<file path="src/rtl/buttons_pkg.sv">
// Shared constants for the button front end: system clock rate, default
// debounce / long-press durations and a millisecond-to-cycles helper.
package buttons_pkg;

    localparam int CLK_HZ = 12000000;

    // Number of hwclk cycles in the given number of milliseconds.
    function automatic int ms_to_cycles(input int ms);
        return (CLK_HZ / 1000) * ms;
    endfunction

    localparam int DEFAULT_DB_CYCLES   = ms_to_cycles(10);    // 120000
    localparam int DEFAULT_HOLD_CYCLES = ms_to_cycles(1000);  // 12000000

endpackage

</file>
<file path="src/rtl/debounce_chan.sv">
// One button channel: 2-flop synchroniser, polarity normalisation,
// stability-counter debounce, press/release pulses, press toggle and an
// optional long-press one-shot (compiled in with BUTTONS_LONGPRESS_EN).
//
// All outputs come straight from flops; there is no combinational path from
// the pin to any output.
module debounce_chan #(
    parameter int DB_CYCLES   = 120000,
    parameter int HOLD_CYCLES = 12000000,
    parameter int ACTIVE_LOW  = 1
) (
    input  logic clk,
    input  logic rst,
    input  logic pin,
    output logic level_o,
    output logic press_o,
    output logic release_o,
    output logic toggle_o,
    output logic long_o
);

    localparam int             CW       = $clog2(DB_CYCLES);
    localparam logic [CW-1:0]  CNT_MAX  = CW'(DB_CYCLES - 1);
    // Pin value meaning "not pressed"; the synchroniser resets to it.
    localparam logic           IDLE_PIN = (ACTIVE_LOW != 0) ? 1'b1 : 1'b0;

    logic          sync1_q, sync1_d;
    logic          sync2_q, sync2_d;
    logic [CW-1:0] cnt_q, cnt_d;
    logic          level_q, level_d;
    logic          press_q, press_d;
    logic          release_q, release_d;
    logic          toggle_q, toggle_d;
    logic          pressed;
    logic          differs;

    // Synchroniser next state and polarity-normalised view (1 = pressed).
    always_comb begin
        sync1_d = pin;
        sync2_d = sync1_q;
        pressed = sync2_q ^ IDLE_PIN;
        differs = (pressed != level_q);
    end

    // Debounce: count consecutive disagreeing cycles, accept on the last one;
    // any single agreeing cycle restarts the count.
    always_comb begin
        cnt_d     = '0;
        level_d   = level_q;
        press_d   = 1'b0;
        release_d = 1'b0;
        toggle_d  = toggle_q;
        if (differs) begin
            if (cnt_q == CNT_MAX) begin
                level_d   = pressed;
                press_d   = pressed;
                release_d = ~pressed;
                toggle_d  = toggle_q ^ pressed;
            end else begin
                cnt_d = cnt_q + 1'b1;
            end
        end
    end

    // Synchroniser, counter and debounced outputs.
    always_ff @(posedge clk) begin
        if (rst) begin
            sync1_q   <= IDLE_PIN;
            sync2_q   <= IDLE_PIN;
            cnt_q     <= '0;
            level_q   <= 1'b0;
            press_q   <= 1'b0;
            release_q <= 1'b0;
            toggle_q  <= 1'b0;
        end else begin
            sync1_q   <= sync1_d;
            sync2_q   <= sync2_d;
            cnt_q     <= cnt_d;
            level_q   <= level_d;
            press_q   <= press_d;
            release_q <= release_d;
            toggle_q  <= toggle_d;
        end
    end

    assign level_o   = level_q;
    assign press_o   = press_q;
    assign release_o = release_q;
    assign toggle_o  = toggle_q;

`ifdef BUTTONS_LONGPRESS_EN
    localparam int            HW       = $clog2(HOLD_CYCLES + 1);
    localparam logic [HW-1:0] HOLD_MAX = HW'(HOLD_CYCLES);

    logic [HW-1:0] hold_cnt_q, hold_cnt_d;
    logic          long_q, long_d;

    // Hold counter: runs while pressed, saturates, so the pulse fires once.
    always_comb begin
        hold_cnt_d = '0;
        long_d     = 1'b0;
        if (level_q) begin
            if (hold_cnt_q != HOLD_MAX) begin
                hold_cnt_d = hold_cnt_q + 1'b1;
                long_d     = (hold_cnt_q == HOLD_MAX - 1'b1);
            end else begin
                hold_cnt_d = hold_cnt_q;
            end
        end
    end

    // Hold counter and long-press pulse registers.
    always_ff @(posedge clk) begin
        if (rst) begin
            hold_cnt_q <= '0;
            long_q     <= 1'b0;
        end else begin
            hold_cnt_q <= hold_cnt_d;
            long_q     <= long_d;
        end
    end

    assign long_o = long_q;
`else
    // Feature compiled out: constant 0 (HOLD_CYCLES has no effect here).
    assign long_o = 1'b0 & (HOLD_CYCLES > DB_CYCLES);
`endif

endmodule

</file>
<file path="src/rtl/buttons_debounced.sv">
// Multi-channel debounced button front end. Each pin gets its own
// debounce_chan; this level only passes parameters and builds the buses.
// Optional long-press detection is enabled by defining BUTTONS_LONGPRESS_EN;
// otherwise btn_long is constant 0.
module buttons_debounced
    import buttons_pkg::*;
#(
    parameter int N_BTN       = 4,
    parameter int DB_CYCLES   = DEFAULT_DB_CYCLES,
    parameter int ACTIVE_LOW  = 1,
    parameter int HOLD_CYCLES = DEFAULT_HOLD_CYCLES
) (
    input  logic             hwclk,
    input  logic             rst,
    input  logic [N_BTN-1:0] btn_in,
    output logic [N_BTN-1:0] btn_level,
    output logic [N_BTN-1:0] btn_press,
    output logic [N_BTN-1:0] btn_release,
    output logic [N_BTN-1:0] btn_toggle,
    output logic [N_BTN-1:0] btn_long
);

    // One independent channel per pin.
    for (genvar i = 0; i < N_BTN; i++) begin : g_chan
        debounce_chan #(
            .DB_CYCLES  (DB_CYCLES),
            .HOLD_CYCLES(HOLD_CYCLES),
            .ACTIVE_LOW (ACTIVE_LOW)
        ) u_chan (
            .clk      (hwclk),
            .rst      (rst),
            .pin      (btn_in[i]),
            .level_o  (btn_level[i]),
            .press_o  (btn_press[i]),
            .release_o(btn_release[i]),
            .toggle_o (btn_toggle[i]),
            .long_o   (btn_long[i])
        );
    end

endmodule
</file>
<file path="config.mk">
export PLATFORM = sky130hd
export DESIGN_NAME = buttons_debounced
export DESIGN_NICKNAME = d
export VERILOG_FILES = /design/src/rtl/buttons_pkg.sv /design/src/rtl/debounce_chan.sv /design/src/rtl/buttons_debounced.sv
export SDC_FILE = /design/constraint.sdc
export NUM_CORES = 1
export LEC_CHECK = 0
export CAP_MARGIN = 20
export CORE_UTILIZATION = 55
export CTS_BUF_LIST = sky130_fd_sc_hd__clkbuf_16
export CTS_CLUSTER_DIAMETER = 30
export DETAILED_ROUTE_END_ITERATION = 8
export PLACE_DENSITY = 0.75
export SYNTH_ARGS = -nofsm -noshare
export SYNTH_HDL_FRONTEND = slang
export SYNTH_SLANG_ARGS = --single-unit
</file>
<file path="constraint.sdc">
create_clock -name hwclk -period 5.6 [get_ports hwclk]
set_clock_uncertainty 0.15 [all_clocks]
set_input_delay 0.56 -clock hwclk [delete_from_list [all_inputs] [get_ports hwclk]]
set_output_delay 0.56 -clock hwclk [all_outputs]
set_load 0.02 [all_outputs]
</file>
== Word level (Yosys, flattened, before mapping) ==
Cells that the tools add are included.
Widths: inputs -> output; s select.

* Bits in registers: 92
* Bits of input ports: 6
* Word-level logic and storage cells: 68

* Add/sub/neg operators: 4
* Equality and inequality tests: 8
* Bitwise gates (word level): 16
* Reduce and logical (&&, ||, !) cells: 12

{| class="wikitable"
|+ Operator list
! kind !! count
|-
| $add 17x1->17 const B || 4
|-
| $eq 17x17->1 const B || 4
|-
| $reduce_or 3->1 || 8
|-
| $not 1->1 || 12
|-
| $reduce_and 2->1 || 4
|-
| $ne 1x1->1 || 4
|-
| $xor 1x1->1 || 4
|}

== Depth between registers and ports, before layout ==
* Depth after elaboration: 4
* Depth in mapped cells: 7
* Mapped depth without buffers: 5

== By module ==
From an unflattened synthesis, not the netlist that was laid out.

* Cells, all modules: 444
* Area, all modules: 4043.9 um^2

{| class="wikitable"
|+ Modules (own cells, without submodules)
! module !! times used !! cells an instance !! area an instance (um^2) !! sequential area each (um^2)
|-
| debounce_chan || 4 || 111 || 1011.0 || 460.4
|}

== Worst setup path after synthesis ==
OpenSTA, ideal clock, no wires.

* Path kind: reg-to-reg
* Start: register g_chan[3].u_chan.cnt_q[6]
* End: register g_chan[3].u_chan.cnt_q[10]
* Arrival time: 1.819 ns
* Path slack: 3.516 ns
* Stages on the path, launching flop included: 6
* Buffers on the path: 1
* Clock period less this slack: 2.084 ns
* Path through: dfxtp_1 or4b_1 or4_4 o31ai_4 buf_6 nor2_1

* Cells in the longest elaborated chain, start to end: 2
* Elaborated cells on any way between the ends: 3
* Classes of those cells: 1 x add/sub; 1 x eq/ne; 1 x reduce/logical

{| class="wikitable"
|+ Ends and longest elaborated chain
! item !! line !! RTL
|-
| from (decl) || debounce_chan.sv:29 || <nowiki>logic [CW-1:0] cnt_q, cnt_d;</nowiki>
|-
| from (signal assigned) || debounce_chan.sv:78 || <nowiki>cnt_q <= cnt_d;</nowiki>
|-
| branches (longest 2 deep; another with $add 17x1->17) || n/a ||
|}

Several ways; the timed one is not identified.
A chain may end at the register's enable or synchronous reset.

== Worst setup path after layout ==
* Start: register g_chan[0].u_chan.cnt_q[0]
* End: register g_chan[0].u_chan.cnt_q[11]

* Cells in the longest elaborated chain, start to end: 2
* Elaborated cells on any way between the ends: 3
* Classes of those cells: 1 x add/sub; 1 x eq/ne; 1 x reduce/logical

{| class="wikitable"
|+ Ends and longest elaborated chain
! item !! line
|-
| from (decl) || debounce_chan.sv:29
|-
| from (signal assigned) || debounce_chan.sv:78
|-
| branches (longest 2 deep; another with $add 17x1->17) || n/a
|}

Several ways; the timed one is not identified.

==> run_results.csv <==
group,metric,value,unit
sta,setup_viol,0,
critical_path,reg2reg_depth,5,
min_path,min_path_cells,1,
clocking,htreeDepth,3,
global_route,grt_max_degree,29,
synthesis,synthXorXnorAreaFrac,0.1069,
clocking,cts_buffers,9,
synthesis,synth_top_area_frac,0.4587,
placed_design,pre_cts_slack,3157,ps
synthesis,synthFlopType,"dfxtp_1",
detailed_routing,avgViaCountPerCell,5.517,
pwr,p_leak,0.001318,uW
detailed_routing,drc,0,
clocking,cts_setup_buffers,0,
floorplan,die_w,87.44,um
global_route,grt_first_pass_wirelength,12120,um
global_route,track_usage,0.2027,
synthesis,synth_area_leaders,"dfxtp_1 46%, xnor2_1 6.3%, nor2_1 5.5%",
sta,finalCritPeriodShare,0.4366,
critical_path,reg2reg_slack,3160,ps
synthesis,syn_avg_cell_area,8.863,um^2
detailed_routing,avgRoutedWirePerCell,13.10,um
critical_path,r2r_start,"g_chan[0].u_chan.cnt_q[0]",
sta,drv_slew,0,
placed_design,place_hpwl,5031,um
final_layout,finalNetCount,466,
floorplan,start_util,0.5813,
final_layout,mostFrequentLayoutCells,"92 x dfxtp_1, 59 x nor2_1, 29 x xnor2_1",
sta,relSlewSlack,0.2991,
detailed_routing,vias,3073,
synthesis,synth.area.mux_share,0,
synthesis,async_flop_share,0,
clocking,cts-root-buf,"clkbuf_16",
critical_path,crit_arrival,2500,ps
placed_design,port_buffers,21,
critical_path,crit_type,"reg2reg",
global_route,overflow,0,
critical_path,critPathMaxStageDelay,690,ps
synthesis,synth_cells,453,
synthesis,ys_ff_latch,92,
floorplan,design.portCount,26,
detailed_routing,wirelength,7294,um
critical_path,cp-end-kind,"flip-flop",
final_layout,diodes,0,
clocking,cts_hold_buffers,0,
synthesis,synth_top_family_by_area,"simple AND/OR/NAND/NOR gates",
pwr,power_density,274.9,nW/um^2
pwr,peakVddDrop,0.1532,mV
detailed_routing,dr.pass1.iters,4,
floorplan,rows,30,
critical_path,worstPathCellList,"ha_1, nand4_1, or4_1, nand2_1, nor2_1",
floorplan,core-area,6907,um^2
run,drv_cap,0,
synthesis,synth_enable_flop_cells,0,
min_path,hold_class,"reg2reg",
sta,final.min_clock_period,2445,ps
detailed_routing,drt_iter0_markers,139,
synthesis,synth_cell_types,39,
synthesis,yosysTopAreaCell,"dfxtp_1",
clocking,clock_sinks,92,
run_status,status,"finished, final reports clean",
clocking,clkLatencyLatePin,340,ps
clocking,cts_resized,0,
sta,hold_ws,256.8,ps
sta,hold_viol_final,0,
critical_path,start_kind,"flip-flop",
sta,setup_ws,3155,ps
min_path,hp-start,"g_chan[0].u_chan.sync1_q",
sta,tightest_slew,1044,ps
global_route,grt_pass1_vias,2702,
critical_path,r2r_end,"g_chan[0].u_chan.cnt_q[11]",
floorplan,die-height,87.44,um
critical_path,cp_slowest_cell,"or4_1",
sta,rsz0062_at_grt,"no",
clocking,cts_tree,"done",
synthesis,yosysWarnings,0,
global_route,antenna_found_initial,0,
critical_path,required,5650,ps
sta,setup_tns,0,ps
synthesis,synth_compound_area_frac,0.06108,
final_layout,layout-drive-gt1-share,0.06941,
detailed_routing,antenna_left,0,
floorplan,die_area,7646,um^2
placed_design,gp_congestion,0.8641,
final_layout,final_common_cell,"dfxtp_1",
synthesis,synthAdderAreaFrac,0.01246,
clocking,cts_buffer_depth,2,
synthesis,ys_seq_area_frac,0.4587,
critical_path,worst-path-max-fanout,16,
clocking,path_clk_slew,60,ps
synthesis,synth_simple_gate_area_frac,0.2988,
min_path,min_to,"g_chan[0].u_chan.sync2_q",
synthesis,netlist_area,4015,um^2
sta,fmax,409.0,MHz
final_layout,syn_to_final_growth,9.847,%
## cells in the mapped netlist (2+ instances only)
master,count
dfxtp_1,92
nor2_1,59
xnor2_1,29
nand2_1,28
nand3_1,26
a21oi_1,22
buf_4,22
nand4_1,20
xor2_1,20
nor3_1,18
or2_2,14
nor4_1,12
or3_1,11
and3_1,9
o21ai_0,9
clkbuf_1,8
inv_1,8
and4_1,7
and2_1,5
ha_1,4
or4_1,4
o31ai_1,3
or4b_1,3
nand4b_1,2
nand4bb_1,2
o41ai_1,2
or4_4,2
## per-layer routing
| layer | global-route usage | vias to the layer above | part of all wire |
|---|---|---|---|
| met5 | 0 | - | 0 |
| met4 | 0.07154 | 0 | 0.011 |
| met3 | 0.04550 | 7 | 0.037 |
| met2 | 0.3274 | 53 | 0.47 |
| met1 | 0.2662 | 1441 | 0.48 |
| li1 | - | 1572 | - |
## where the power goes
group          switching, uW  total (uW)  internal [uW]
sequential              2.00         660            658
clock                    240         534            294
combinational           11.5        18.5           7.04
total                    253        1210            959
## worst max-delay path by stage
stage | from | endpoint | slack, ps | cells after the start
finish | g_chan[0].u_chan.cnt_q[0] | g_chan[0].u_chan.cnt_q[11] | 3160 | 5
global route | g_chan[0].u_chan.cnt_q[0] | g_chan[0].u_chan.cnt_q[7] | 2960 | 5
CTS | g_chan[0].u_chan.cnt_q[0] | g_chan[0].u_chan.cnt_q[11] | 3160 | 5
detailed placement | rst | g_chan[1].u_chan.cnt_q[9] | 3160 | 5
global placement | rst | g_chan[1].u_chan.cnt_q[14] | 3220 | 5
floorplan | g_chan[3].u_chan.cnt_q[6] | g_chan[3].u_chan.cnt_q[10] | 3520 | 5
## flip-flops by register name, summed over array words and instances (netlist names)
| signal | flops |
|---|---|
| g_chan.u_chan.press_o | 4 |
| g_chan.u_chan.level_o | 4 |
| g_chan.u_chan.release_o | 4 |
| g_chan.u_chan.cnt_q | 68 |
| g_chan.u_chan.sync2_q | 4 |
| g_chan.u_chan.toggle_o | 4 |
| g_chan.u_chan.sync1_q | 4 |
## metrics by stage
step / cell area, um^2 / instances / power [uW] / util
floorplan: 4026 / 456 / 689.3 / -
global placement: 4149 / 541 / 692.6 / 0.6007
detailed placement: 4149 / 541 / 693.1 / 0.6007
CTS: 4410 / 557 / 1221 / 0.6386
global route: 4410 / 557 / 1258 / 0.6386
finish: 4410 / 557 / 1212 / 0.6386
## area by class of cell
type	instances	area [um^2]
multi-input combinational	323	1939
clock inverter	7	36.28
inverter	8	30.03
timing repair buffer	22	217.7
fill	624	2496
clock buffer	9	225.2
sequential	92	1842
tap	96	120.1
## worst max-delay path, delay by kind of cell, from the launching register on
kind / cells / cell delay (ps)
fa+ha+maj: 1 / 240
flops: 1 / 390
simple gates: 4 / 1540
## kinds of logic after synthesis
kind of cell / count (synthesis)
adder cells (fa/ha/maj): 4
XOR/XNOR: 49
AO/OA/AOI/OAI: 41
buffers and inverters: 41
flip-flops: 92
AND/OR/NAND/NOR: 225
other: 1
Power figures use the tool's default switching activity.
==> edit: new RTL, same settings <==
Set the parameter `N_BTN` to 2 (it was 4).
--- a/src/rtl/buttons_debounced.sv
+++ b/src/rtl/buttons_debounced.sv
@@ -5,7 +5,7 @@
 module buttons_debounced
     import buttons_pkg::*;
 #(
-    parameter int N_BTN       = 4,
+    parameter int N_BTN       = 2,
     parameter int DB_CYCLES   = DEFAULT_DB_CYCLES,
     parameter int ACTIVE_LOW  = 1,
     parameter int HOLD_CYCLES = DEFAULT_HOLD_CYCLES
Ports: changed (6 resized); port bits go from 26 to 14. The function was not compared with the original's and may differ.
==> edit against the original RTL <==
- sequential share of layout area decreased by 0.11 points
- synthesized area decreased by 51%
- critical path depth unchanged
- global-route usage decreased by 1.1 points
- power decreased by 45%
- sequential cell count decreased by 46
- cell area decreased by 50%
- synthesized cell count decreased by 51%
- setup slack improved by 0.23 ns
- routed wire length decreased by 56%
==> edit: results (changes against the original RTL) <==
\begin{tabular}{lr}
\hline
Metric & Value \\
\hline
\multicolumn{2}{l}{\textbf{GRT}} \\
Global-route wire length before repair & 5230 um (was 12100 um) \\
Tot GR Track Use & 19.2\% (was 20.3\%) \\
Largest net degree at the start of global routing & 18 (was 29) \\
\multicolumn{2}{l}{\textbf{Worst setup path}} \\
Crit path largest cell delay & 0.61 ns (was 0.69 ns) \\
\multicolumn{2}{l}{\textbf{Place}} \\
Hpwl dp & 2170 um (was 5030 um) \\
Cell area after placement & 0.00204 mm2 (was 0.00415 mm2) \\
RePlAce Congestion & 0.784 (was 0.864) \\
\multicolumn{2}{l}{\textbf{Synthesis}} \\
Biggest area contributors in the synthesized netlist & dfxtp\_1 (47\%), xnor2\_1 (12\%), nor2\_1 (7.2\%) (was dfxtp\_1 (46\%), xnor2\_1 (6.3\%), nor2\_1 (5.5\%)) \\
Synth cell types & 28 (was 39) \\
Leading post-synthesis cells by instance count & dfxtp\_1 (46), nor2\_1 (38), xnor2\_1 (27), nor3\_1 (14), nor4\_1 (13) (was dfxtp\_1 (92), nor2\_1 (59), xnor2\_1 (29), nand2\_1 (28), nand3\_1 (26)) \\
\multicolumn{2}{l}{\textbf{Drt}} \\
Routed metal-1 wirelength & 1520 um (was 3480 um) \\
Iteration-0 DRC count of the detailed router & 54 (was 139) \\
Vias per inst & 5.23 (was 5.52) \\
Total wire length & 3180 um (was 7290 um) \\
\multicolumn{2}{l}{\textbf{Pwr}} \\
Cell area power density & 304 mW/mm2 (was 275 mW/mm2) \\
Worst vdd rail ir drop & 0.248 mV (was 0.153 mV) \\
Proportion of power drawn by the clock network & 49.5\% (was 44.1\%) \\
\multicolumn{2}{l}{\textbf{Finish}} \\
Fill cell total of the finished layout & 289 (was 624) \\
Max reg flops & 34 (was 68) \\
Final core occ & 65.2\% (was 63.9\%) \\
Post-layout nets & 233 (was 466) \\
Layout cells sized above 1 & 8.77\% (was 6.94\%) \\
\multicolumn{2}{l}{\textbf{CTS}} \\
CTS H-tree lvls & 2 (was 3) \\
Total clock buffers created by CTS & 5 (was 9) \\
Insertion delay of the later-clocked pin in the worst-skew pair & 0.28 ns (was 0.34 ns) \\
\multicolumn{2}{l}{\textbf{Outcome}} \\
Run status & finished clean (unchanged) \\
\multicolumn{2}{l}{\textbf{Hold path}} \\
Startpoint of the most critical hold path & g\_chan[1].u\_chan.sync1\_q (was g\_chan[0].u\_chan.sync1\_q) \\
\hline
\end{tabular}
-- edit: worst max path at each step --
stage	startpoint	endpoint	depth (start not counted)	slack, ns
6_report	g_chan[0].u_chan.cnt_q[0]	g_chan[0].u_chan.cnt_q[14]	5	3.39
5_1_grt	g_chan[0].u_chan.cnt_q[0]	g_chan[0].u_chan.cnt_q[14]	5	3.21
4_1_cts	g_chan[0].u_chan.cnt_q[0]	g_chan[0].u_chan.cnt_q[14]	5	3.37
3_5_place_dp	rst	g_chan[0].u_chan.cnt_q[14]	4	3.35
3_3_place_gp	rst	g_chan[0].u_chan.cnt_q[9]	4	3.40
2_1_floorplan	g_chan[1].u_chan.cnt_q[0]	g_chan[1].u_chan.cnt_q[10]	7	3.68
-- edit: final cells by class --
cell class	count	share of cell area, %
inverters	6	1.02
flip-flops and latches	46	41.7
well taps	46	2.60
repair buffers	11	4.98
clock buffers	5	5.66
multi-input cells	157	42.1
clock inverters	3	1.98
